**src/rtl/wombat_uart_rx.sv**
```systemverilog
// Oversampling UART receiver with one-deep valid/ready holding register.
// Define WOMBAT_UART_RX_PARITY_EN to add an even-parity bit after the data bits.
module wombat_uart_rx #(
  parameter int WORD_WIDTH    = 8,
  parameter int DIVISOR       = 434,
  parameter int SAMPLE_PHASE  = 217,
  parameter int LITTLE_ENDIAN = 1,
  parameter int SYNC_STAGES   = 2
) (
  input  logic                  clk,
  input  logic                  i_reset,
  input  logic                  i_rx,
  output logic [WORD_WIDTH-1:0] o_data,
  output logic                  o_valid,
  input  logic                  i_ready,
  output logic                  o_frame_err,
  output logic                  o_parity_err,
  output logic                  o_overrun,
  output logic                  o_busy
);

  localparam int BW = $clog2(DIVISOR);
  localparam int CW = $clog2(WORD_WIDTH + 1);
  localparam logic [BW-1:0] C_PH = BW'(SAMPLE_PHASE);
  localparam logic [BW-1:0] C_LAST = BW'(DIVISOR - 1);
  localparam logic [CW-1:0] C_BLAST = CW'(WORD_WIDTH - 1);

  typedef enum logic [2:0] {
    S_IDLE,
    S_START,
    S_DATA,
    S_PARITY,
    S_STOP
  } state_t;

  state_t                r_state;
  logic [SYNC_STAGES-1:0] r_sync;
  logic                  r_rxs_d;
  logic [BW-1:0]         r_baud;
  logic [CW-1:0]         r_bit;
  logic [WORD_WIDTH-1:0] r_shift;
  logic [WORD_WIDTH-1:0] r_data;
  logic                  r_valid;
  logic                  r_frame_err;
  logic                  r_parity_err;
  logic                  r_overrun;

  logic                  w_rxs;
  logic                  w_phase;
  logic                  w_last;
  logic                  w_par_bad;
  logic [WORD_WIDTH-1:0] w_shift_nx;

  assign w_rxs   = r_sync[SYNC_STAGES-1];
  assign w_phase = (r_baud == C_PH);
  assign w_last  = (r_baud == C_LAST);

  always_comb begin
    w_shift_nx = r_shift;
    if (LITTLE_ENDIAN != 0)
      w_shift_nx = {w_rxs, r_shift[WORD_WIDTH-1:1]};
    else
      w_shift_nx = {r_shift[WORD_WIDTH-2:0], w_rxs};
  end

`ifdef WOMBAT_UART_RX_PARITY_EN
  logic r_par;
  assign w_par_bad = r_par ^ (^r_shift);
`else
  assign w_par_bad = 1'b0;
`endif

  always_ff @(posedge clk or posedge i_reset) begin
    if (i_reset) begin
      r_sync <= '1;
    end else begin
      r_sync <= {r_sync[SYNC_STAGES-2:0], i_rx};
    end
  end

  always_ff @(posedge clk or posedge i_reset) begin
    if (i_reset) begin
      r_state      <= S_IDLE;
      r_rxs_d      <= 1'b1;
      r_baud       <= '0;
      r_bit        <= '0;
      r_shift      <= '0;
      r_data       <= '0;
      r_valid      <= 1'b0;
      r_frame_err  <= 1'b0;
      r_parity_err <= 1'b0;
      r_overrun    <= 1'b0;
`ifdef WOMBAT_UART_RX_PARITY_EN
      r_par        <= 1'b0;
`endif
    end else begin
      r_rxs_d      <= w_rxs;
      r_frame_err  <= 1'b0;
      r_parity_err <= 1'b0;
      r_overrun    <= 1'b0;
      r_baud       <= w_last ? '0 : r_baud + 1'b1;
      if (r_valid && i_ready)
        r_valid <= 1'b0;
      unique case (r_state)
        S_IDLE: begin
          r_baud <= '0;
          if (r_rxs_d && !w_rxs)
            r_state <= S_START;
        end
        S_START: begin
          if (w_phase && w_rxs) begin
            r_state <= S_IDLE;
          end else if (w_last) begin
            r_state <= S_DATA;
            r_bit   <= '0;
          end
        end
        S_DATA: begin
          if (w_phase)
            r_shift <= w_shift_nx;
          if (w_last) begin
            if (r_bit == C_BLAST) begin
`ifdef WOMBAT_UART_RX_PARITY_EN
              r_state <= S_PARITY;
`else
              r_state <= S_STOP;
`endif
            end else begin
              r_bit <= r_bit + 1'b1;
            end
          end
        end
`ifdef WOMBAT_UART_RX_PARITY_EN
        S_PARITY: begin
          if (w_phase)
            r_par <= w_rxs;
          if (w_last)
            r_state <= S_STOP;
        end
`endif
        S_STOP: begin
          // Leave half a bit early so a back-to-back start edge is caught.
          if (w_phase) begin
            r_state <= S_IDLE;
            if (!w_rxs)
              r_frame_err <= 1'b1;
            if (w_par_bad)
              r_parity_err <= 1'b1;
            if (w_rxs && !w_par_bad) begin
              if (r_valid && !i_ready) begin
                r_overrun <= 1'b1;
              end else begin
                r_data  <= r_shift;
                r_valid <= 1'b1;
              end
            end
          end
        end
        default: r_state <= S_IDLE;
      endcase
    end
  end

  assign o_data       = r_data;
  assign o_valid      = r_valid;
  assign o_frame_err  = r_frame_err;
  assign o_parity_err = r_parity_err;
  assign o_overrun    = r_overrun;
  assign o_busy       = (r_state != S_IDLE);

endmodule

```
**config.mk**
```make
export PLATFORM = sky130hd
export DESIGN_NAME = wombat_uart_rx
export DESIGN_NICKNAME = d
export VERILOG_FILES = /design/src/rtl/wombat_uart_rx.sv
export SDC_FILE = /design/constraint.sdc
export NUM_CORES = 1
export LEC_CHECK = 0
export BUFFER_PORTS_ARGS = -buffer_cell sky130_fd_sc_hd__buf_2
export CAP_MARGIN = 15
export CORE_ASPECT_RATIO = 1.1
export CORE_MARGIN = 10
export CORE_UTILIZATION = 47
export CTS_CLUSTER_DIAMETER = 150
export DETAILED_ROUTE_END_ITERATION = 8
export MAX_ROUTING_LAYER = met4
export PLACE_DENSITY = 0.66
export REMOVE_ABC_BUFFERS = 1
export SLEW_MARGIN = 5
export SYNTH_ARGS = -nofsm -noshare
export SYNTH_HDL_FRONTEND = slang
export SYNTH_SLANG_ARGS = --single-unit
```
**constraint.sdc**
```tcl
create_clock -name clk -period 3.5 [get_ports clk]
set_clock_uncertainty 0.1 [all_clocks]
set_input_delay 0.35 -clock clk [delete_from_list [all_inputs] [get_ports clk]]
set_output_delay 0.35 -clock clk [all_outputs]
set_load 0.03 [all_outputs]
```
==> impl_metrics.env <==
export IMPL_vdd_drop_max_v=0.0003235
export IMPL_startpoint="r_baud[1]"
export IMPL_max_cap_violations=0
export IMPL_hold_class="in2async"
export IMPL_cts_tree="done"
export IMPL_worst_setup_path_type="reg2reg"
export IMPL_violations="hold timing"
export IMPL_yosysUniqueCellTypes=41
export IMPL_slew_viol_final=0
export IMPL_rsz0062_at_grt="false"
export IMPL_grt_max_degree=39
export IMPL_avgSynthCellArea_um2=12.21
export IMPL_hpwl_um=2092
export IMPL_powerDensity_mw_per_mm2=473.4
export IMPL_finalHoldViolations=24
export IMPL_min_period_over_period_pct=59.72
export IMPL_coreArea_mm2=0.003386
export IMPL_cp_max_fo=8
export IMPL_grt_pass1_vias=1135
export IMPL_start_util_pct=49.41
export IMPL_timing_hold_ws_ns=-0.01271
export IMPL_ios=17
export IMPL_antenna_found_initial=0
export IMPL_final_common_cell="dfrtp_1"
export IMPL_gp_congestion=0.7862
export IMPL_fillers=286
export IMPL_critPathRequiredTime_ns=3.64
export IMPL_p_leak_uw=0.0009034
export IMPL_drtIter0Drc=82
export IMPL_cts_setup_buffers=0
export IMPL_area_delta_synth_final_pct=12.04
export IMPL_synthArstFlopShare_pct=100.0
export IMPL_num_vias=1069
export IMPL_netlist_area_mm2=0.001673
export IMPL_status="finished, violations left"
export IMPL_synth_edf_count=0
export IMPL_routed_wl_um=2875
export IMPL_antenna_cells=0
export IMPL_grt_remaining_overflow=0
export IMPL_via_per_inst=5.139
export IMPL_finalSetupViolCount=0
export IMPL_worstSetupEndpointType="register"
export IMPL_fin_cells=208
export IMPL_drive_gt1_share_pct=31.25
export IMPL_clock_latency_ns=0.34
export IMPL_ant_nets=0
export IMPL_die_h_um=82.57
export IMPL_layout_common_cells="dfrtp_1 (35), mux2_2 (17), nor2_1 (15), buf_2 (15), nand2_1 (8)"
export IMPL_fin_tns_setup_ns=0
export IMPL_synth_seq_area_share_pct=57.07
export IMPL_clk_pin_slew_ns=0.11
export IMPL_die_area_mm2=0.006348
export IMPL_cts_buffers=5
export IMPL_portBuffers=15
export IMPL_fmax_mhz=478.4
export IMPL_cts_max_level=2
export IMPL_seqCellArea_um2=954.7
export IMPL_drc=0
export IMPL_fp_dieW_um=76.89
export IMPL_grt_pass1_wl_um=5023
export IMPL_synth_main_ff_cell="dfrtp_1"
export IMPL_avgRoutedWirePerCell_um=13.82
export IMPL_clk_path_buf_depth=2
export IMPL_power_uw=887.3
export IMPL_finalCriticalPeriod_ns=2.090
export IMPL_drt_pass1_iter_count=4
export IMPL_clock_sinks=38
export IMPL_multiInputGateArea_um2=680.7
export IMPL_core_rowCount=22
export IMPL_yosys_warnings=0
export IMPL_crit_path_start_kind="register"
export IMPL_placedCellCount=199
export IMPL_timing_rr_start="r_baud[1]"
export IMPL_synth_seq_cells=38
export IMPL_clockRootBuffer="clkbuf_4"
export IMPL_nNetsFinal=166
export IMPL_grt_usage_pct=10.20
export IMPL_arrival_ns=2.23
export IMPL_synthCells=137
## what timing repair did
item / in CTS / in global routing
gates resized for setup: 0 / 0
hold endpoints to repair: 1 / 0
hold buffers: 1 / 0
## layer usage
| metal | up-vias | track usage [%] | share of wire, % |
|---|---|---|---|
| met1 | 517 | 10.93 | 47 |
| met4 | 0 | 5.390 | 1.5 |
| met3 | 9 | 3.564 | 4.9 |
| li1 | 522 | - | - |
| met2 | 21 | 16.61 | 47 |
| met5 | - | - | 0 |
## worst paths after layout
check	to	slack, ns	cells after the start
worst min-delay path	r_shift[6]	-0.01	3
worst max-delay path	o_data[5]	1.41	6
max in group asynchronous	r_rxs_d	2.96	3
worst min register to register	r_sync[1]	0.26	0
min in group clk	o_overrun	0.26	3
worst max register to register	o_data[5]	1.41	6
## layout make-up
type | instances | share of cell area, %
Inverter | 6 | 1.202
Tap cell | 48 | 3.204
Sequential cell | 38 | 50.93
Timing Repair Buffer | 17 | 4.940
Clock buffer | 6 | 2.737
Clock inverter | 2 | 0.6676
Multi-Input combinational cell | 91 | 36.32
## through the flow
step | hold WS [ns] | area [um2] | utilization (%) | worst slack [ns]
detailed placement | 0.2497 | 1800 | 53.18 | 1.418
global route | 0.01807 | 1874 | 55.36 | 1.259
CTS | 0.0008846 | 1874 | 55.36 | 1.398
finish | -0.01271 | 1874 | 55.36 | 1.410
global placement | 0.2490 | 1800 | 53.18 | 1.506
floorplan | 0.2452 | 1658 | - | 1.650
## cells in the mapped netlist (all sizes together) (2+ instances only)
cell type  instances  area [um2]
dfrtp             35       875.8
mux2              17       191.4
nor2              15       56.30
nand2              8       30.03
inv                6       22.52
xnor2              5       43.79
nand3              4       20.02
dfstp              3       78.83
ha                 3       37.54
nor2b              3       18.77
nor3               3       15.01
nor3b              3       27.52
o21ai              3       15.01
a21oi              2       13.76
and4               2       17.52
buf                2       15.01
xor2               2       17.52
## worst max-delay path: stages (launching register included)
cell      delay, ns
dfrtp_1        0.41
inv_1          0.06
ha_1           0.15
nand4b_1       0.14
nor2_1         0.26
and4b_1        0.47
mux2_2         0.39
## kinds of logic after synthesis
family | after synthesis | synth area share, %
compound gates | 16 | 7.405
xor+xnor | 7 | 3.665
fa+ha+maj | 3 | 2.244
buf+inv | 8 | 2.243
flops | 38 | 57.07
mux | 18 | 12.04
other cells | 1 | 0.2242
simple gates | 46 | 15.11
## registers in the layout, indices dropped and copies added (netlist names)
| register | cells |
|---|---|
| r_shift | 8 |
| r_state | 3 |
| o_valid | 1 |
| r_rxs_d | 1 |
| r_baud | 9 |
| r_bit | 4 |
| r_sync | 2 |
| o_data | 8 |
| o_frame_err | 1 |
| o_overrun | 1 |
## report_power, final
part | total, uW | switching, uW | internal (uW)
Sequential | 523 | 45.4 | 477
Combinational | 125 | 67.8 | 56.8
Clock | 240 | 143 | 96.6
Note: power is estimated with default switching activity, not from simulation.
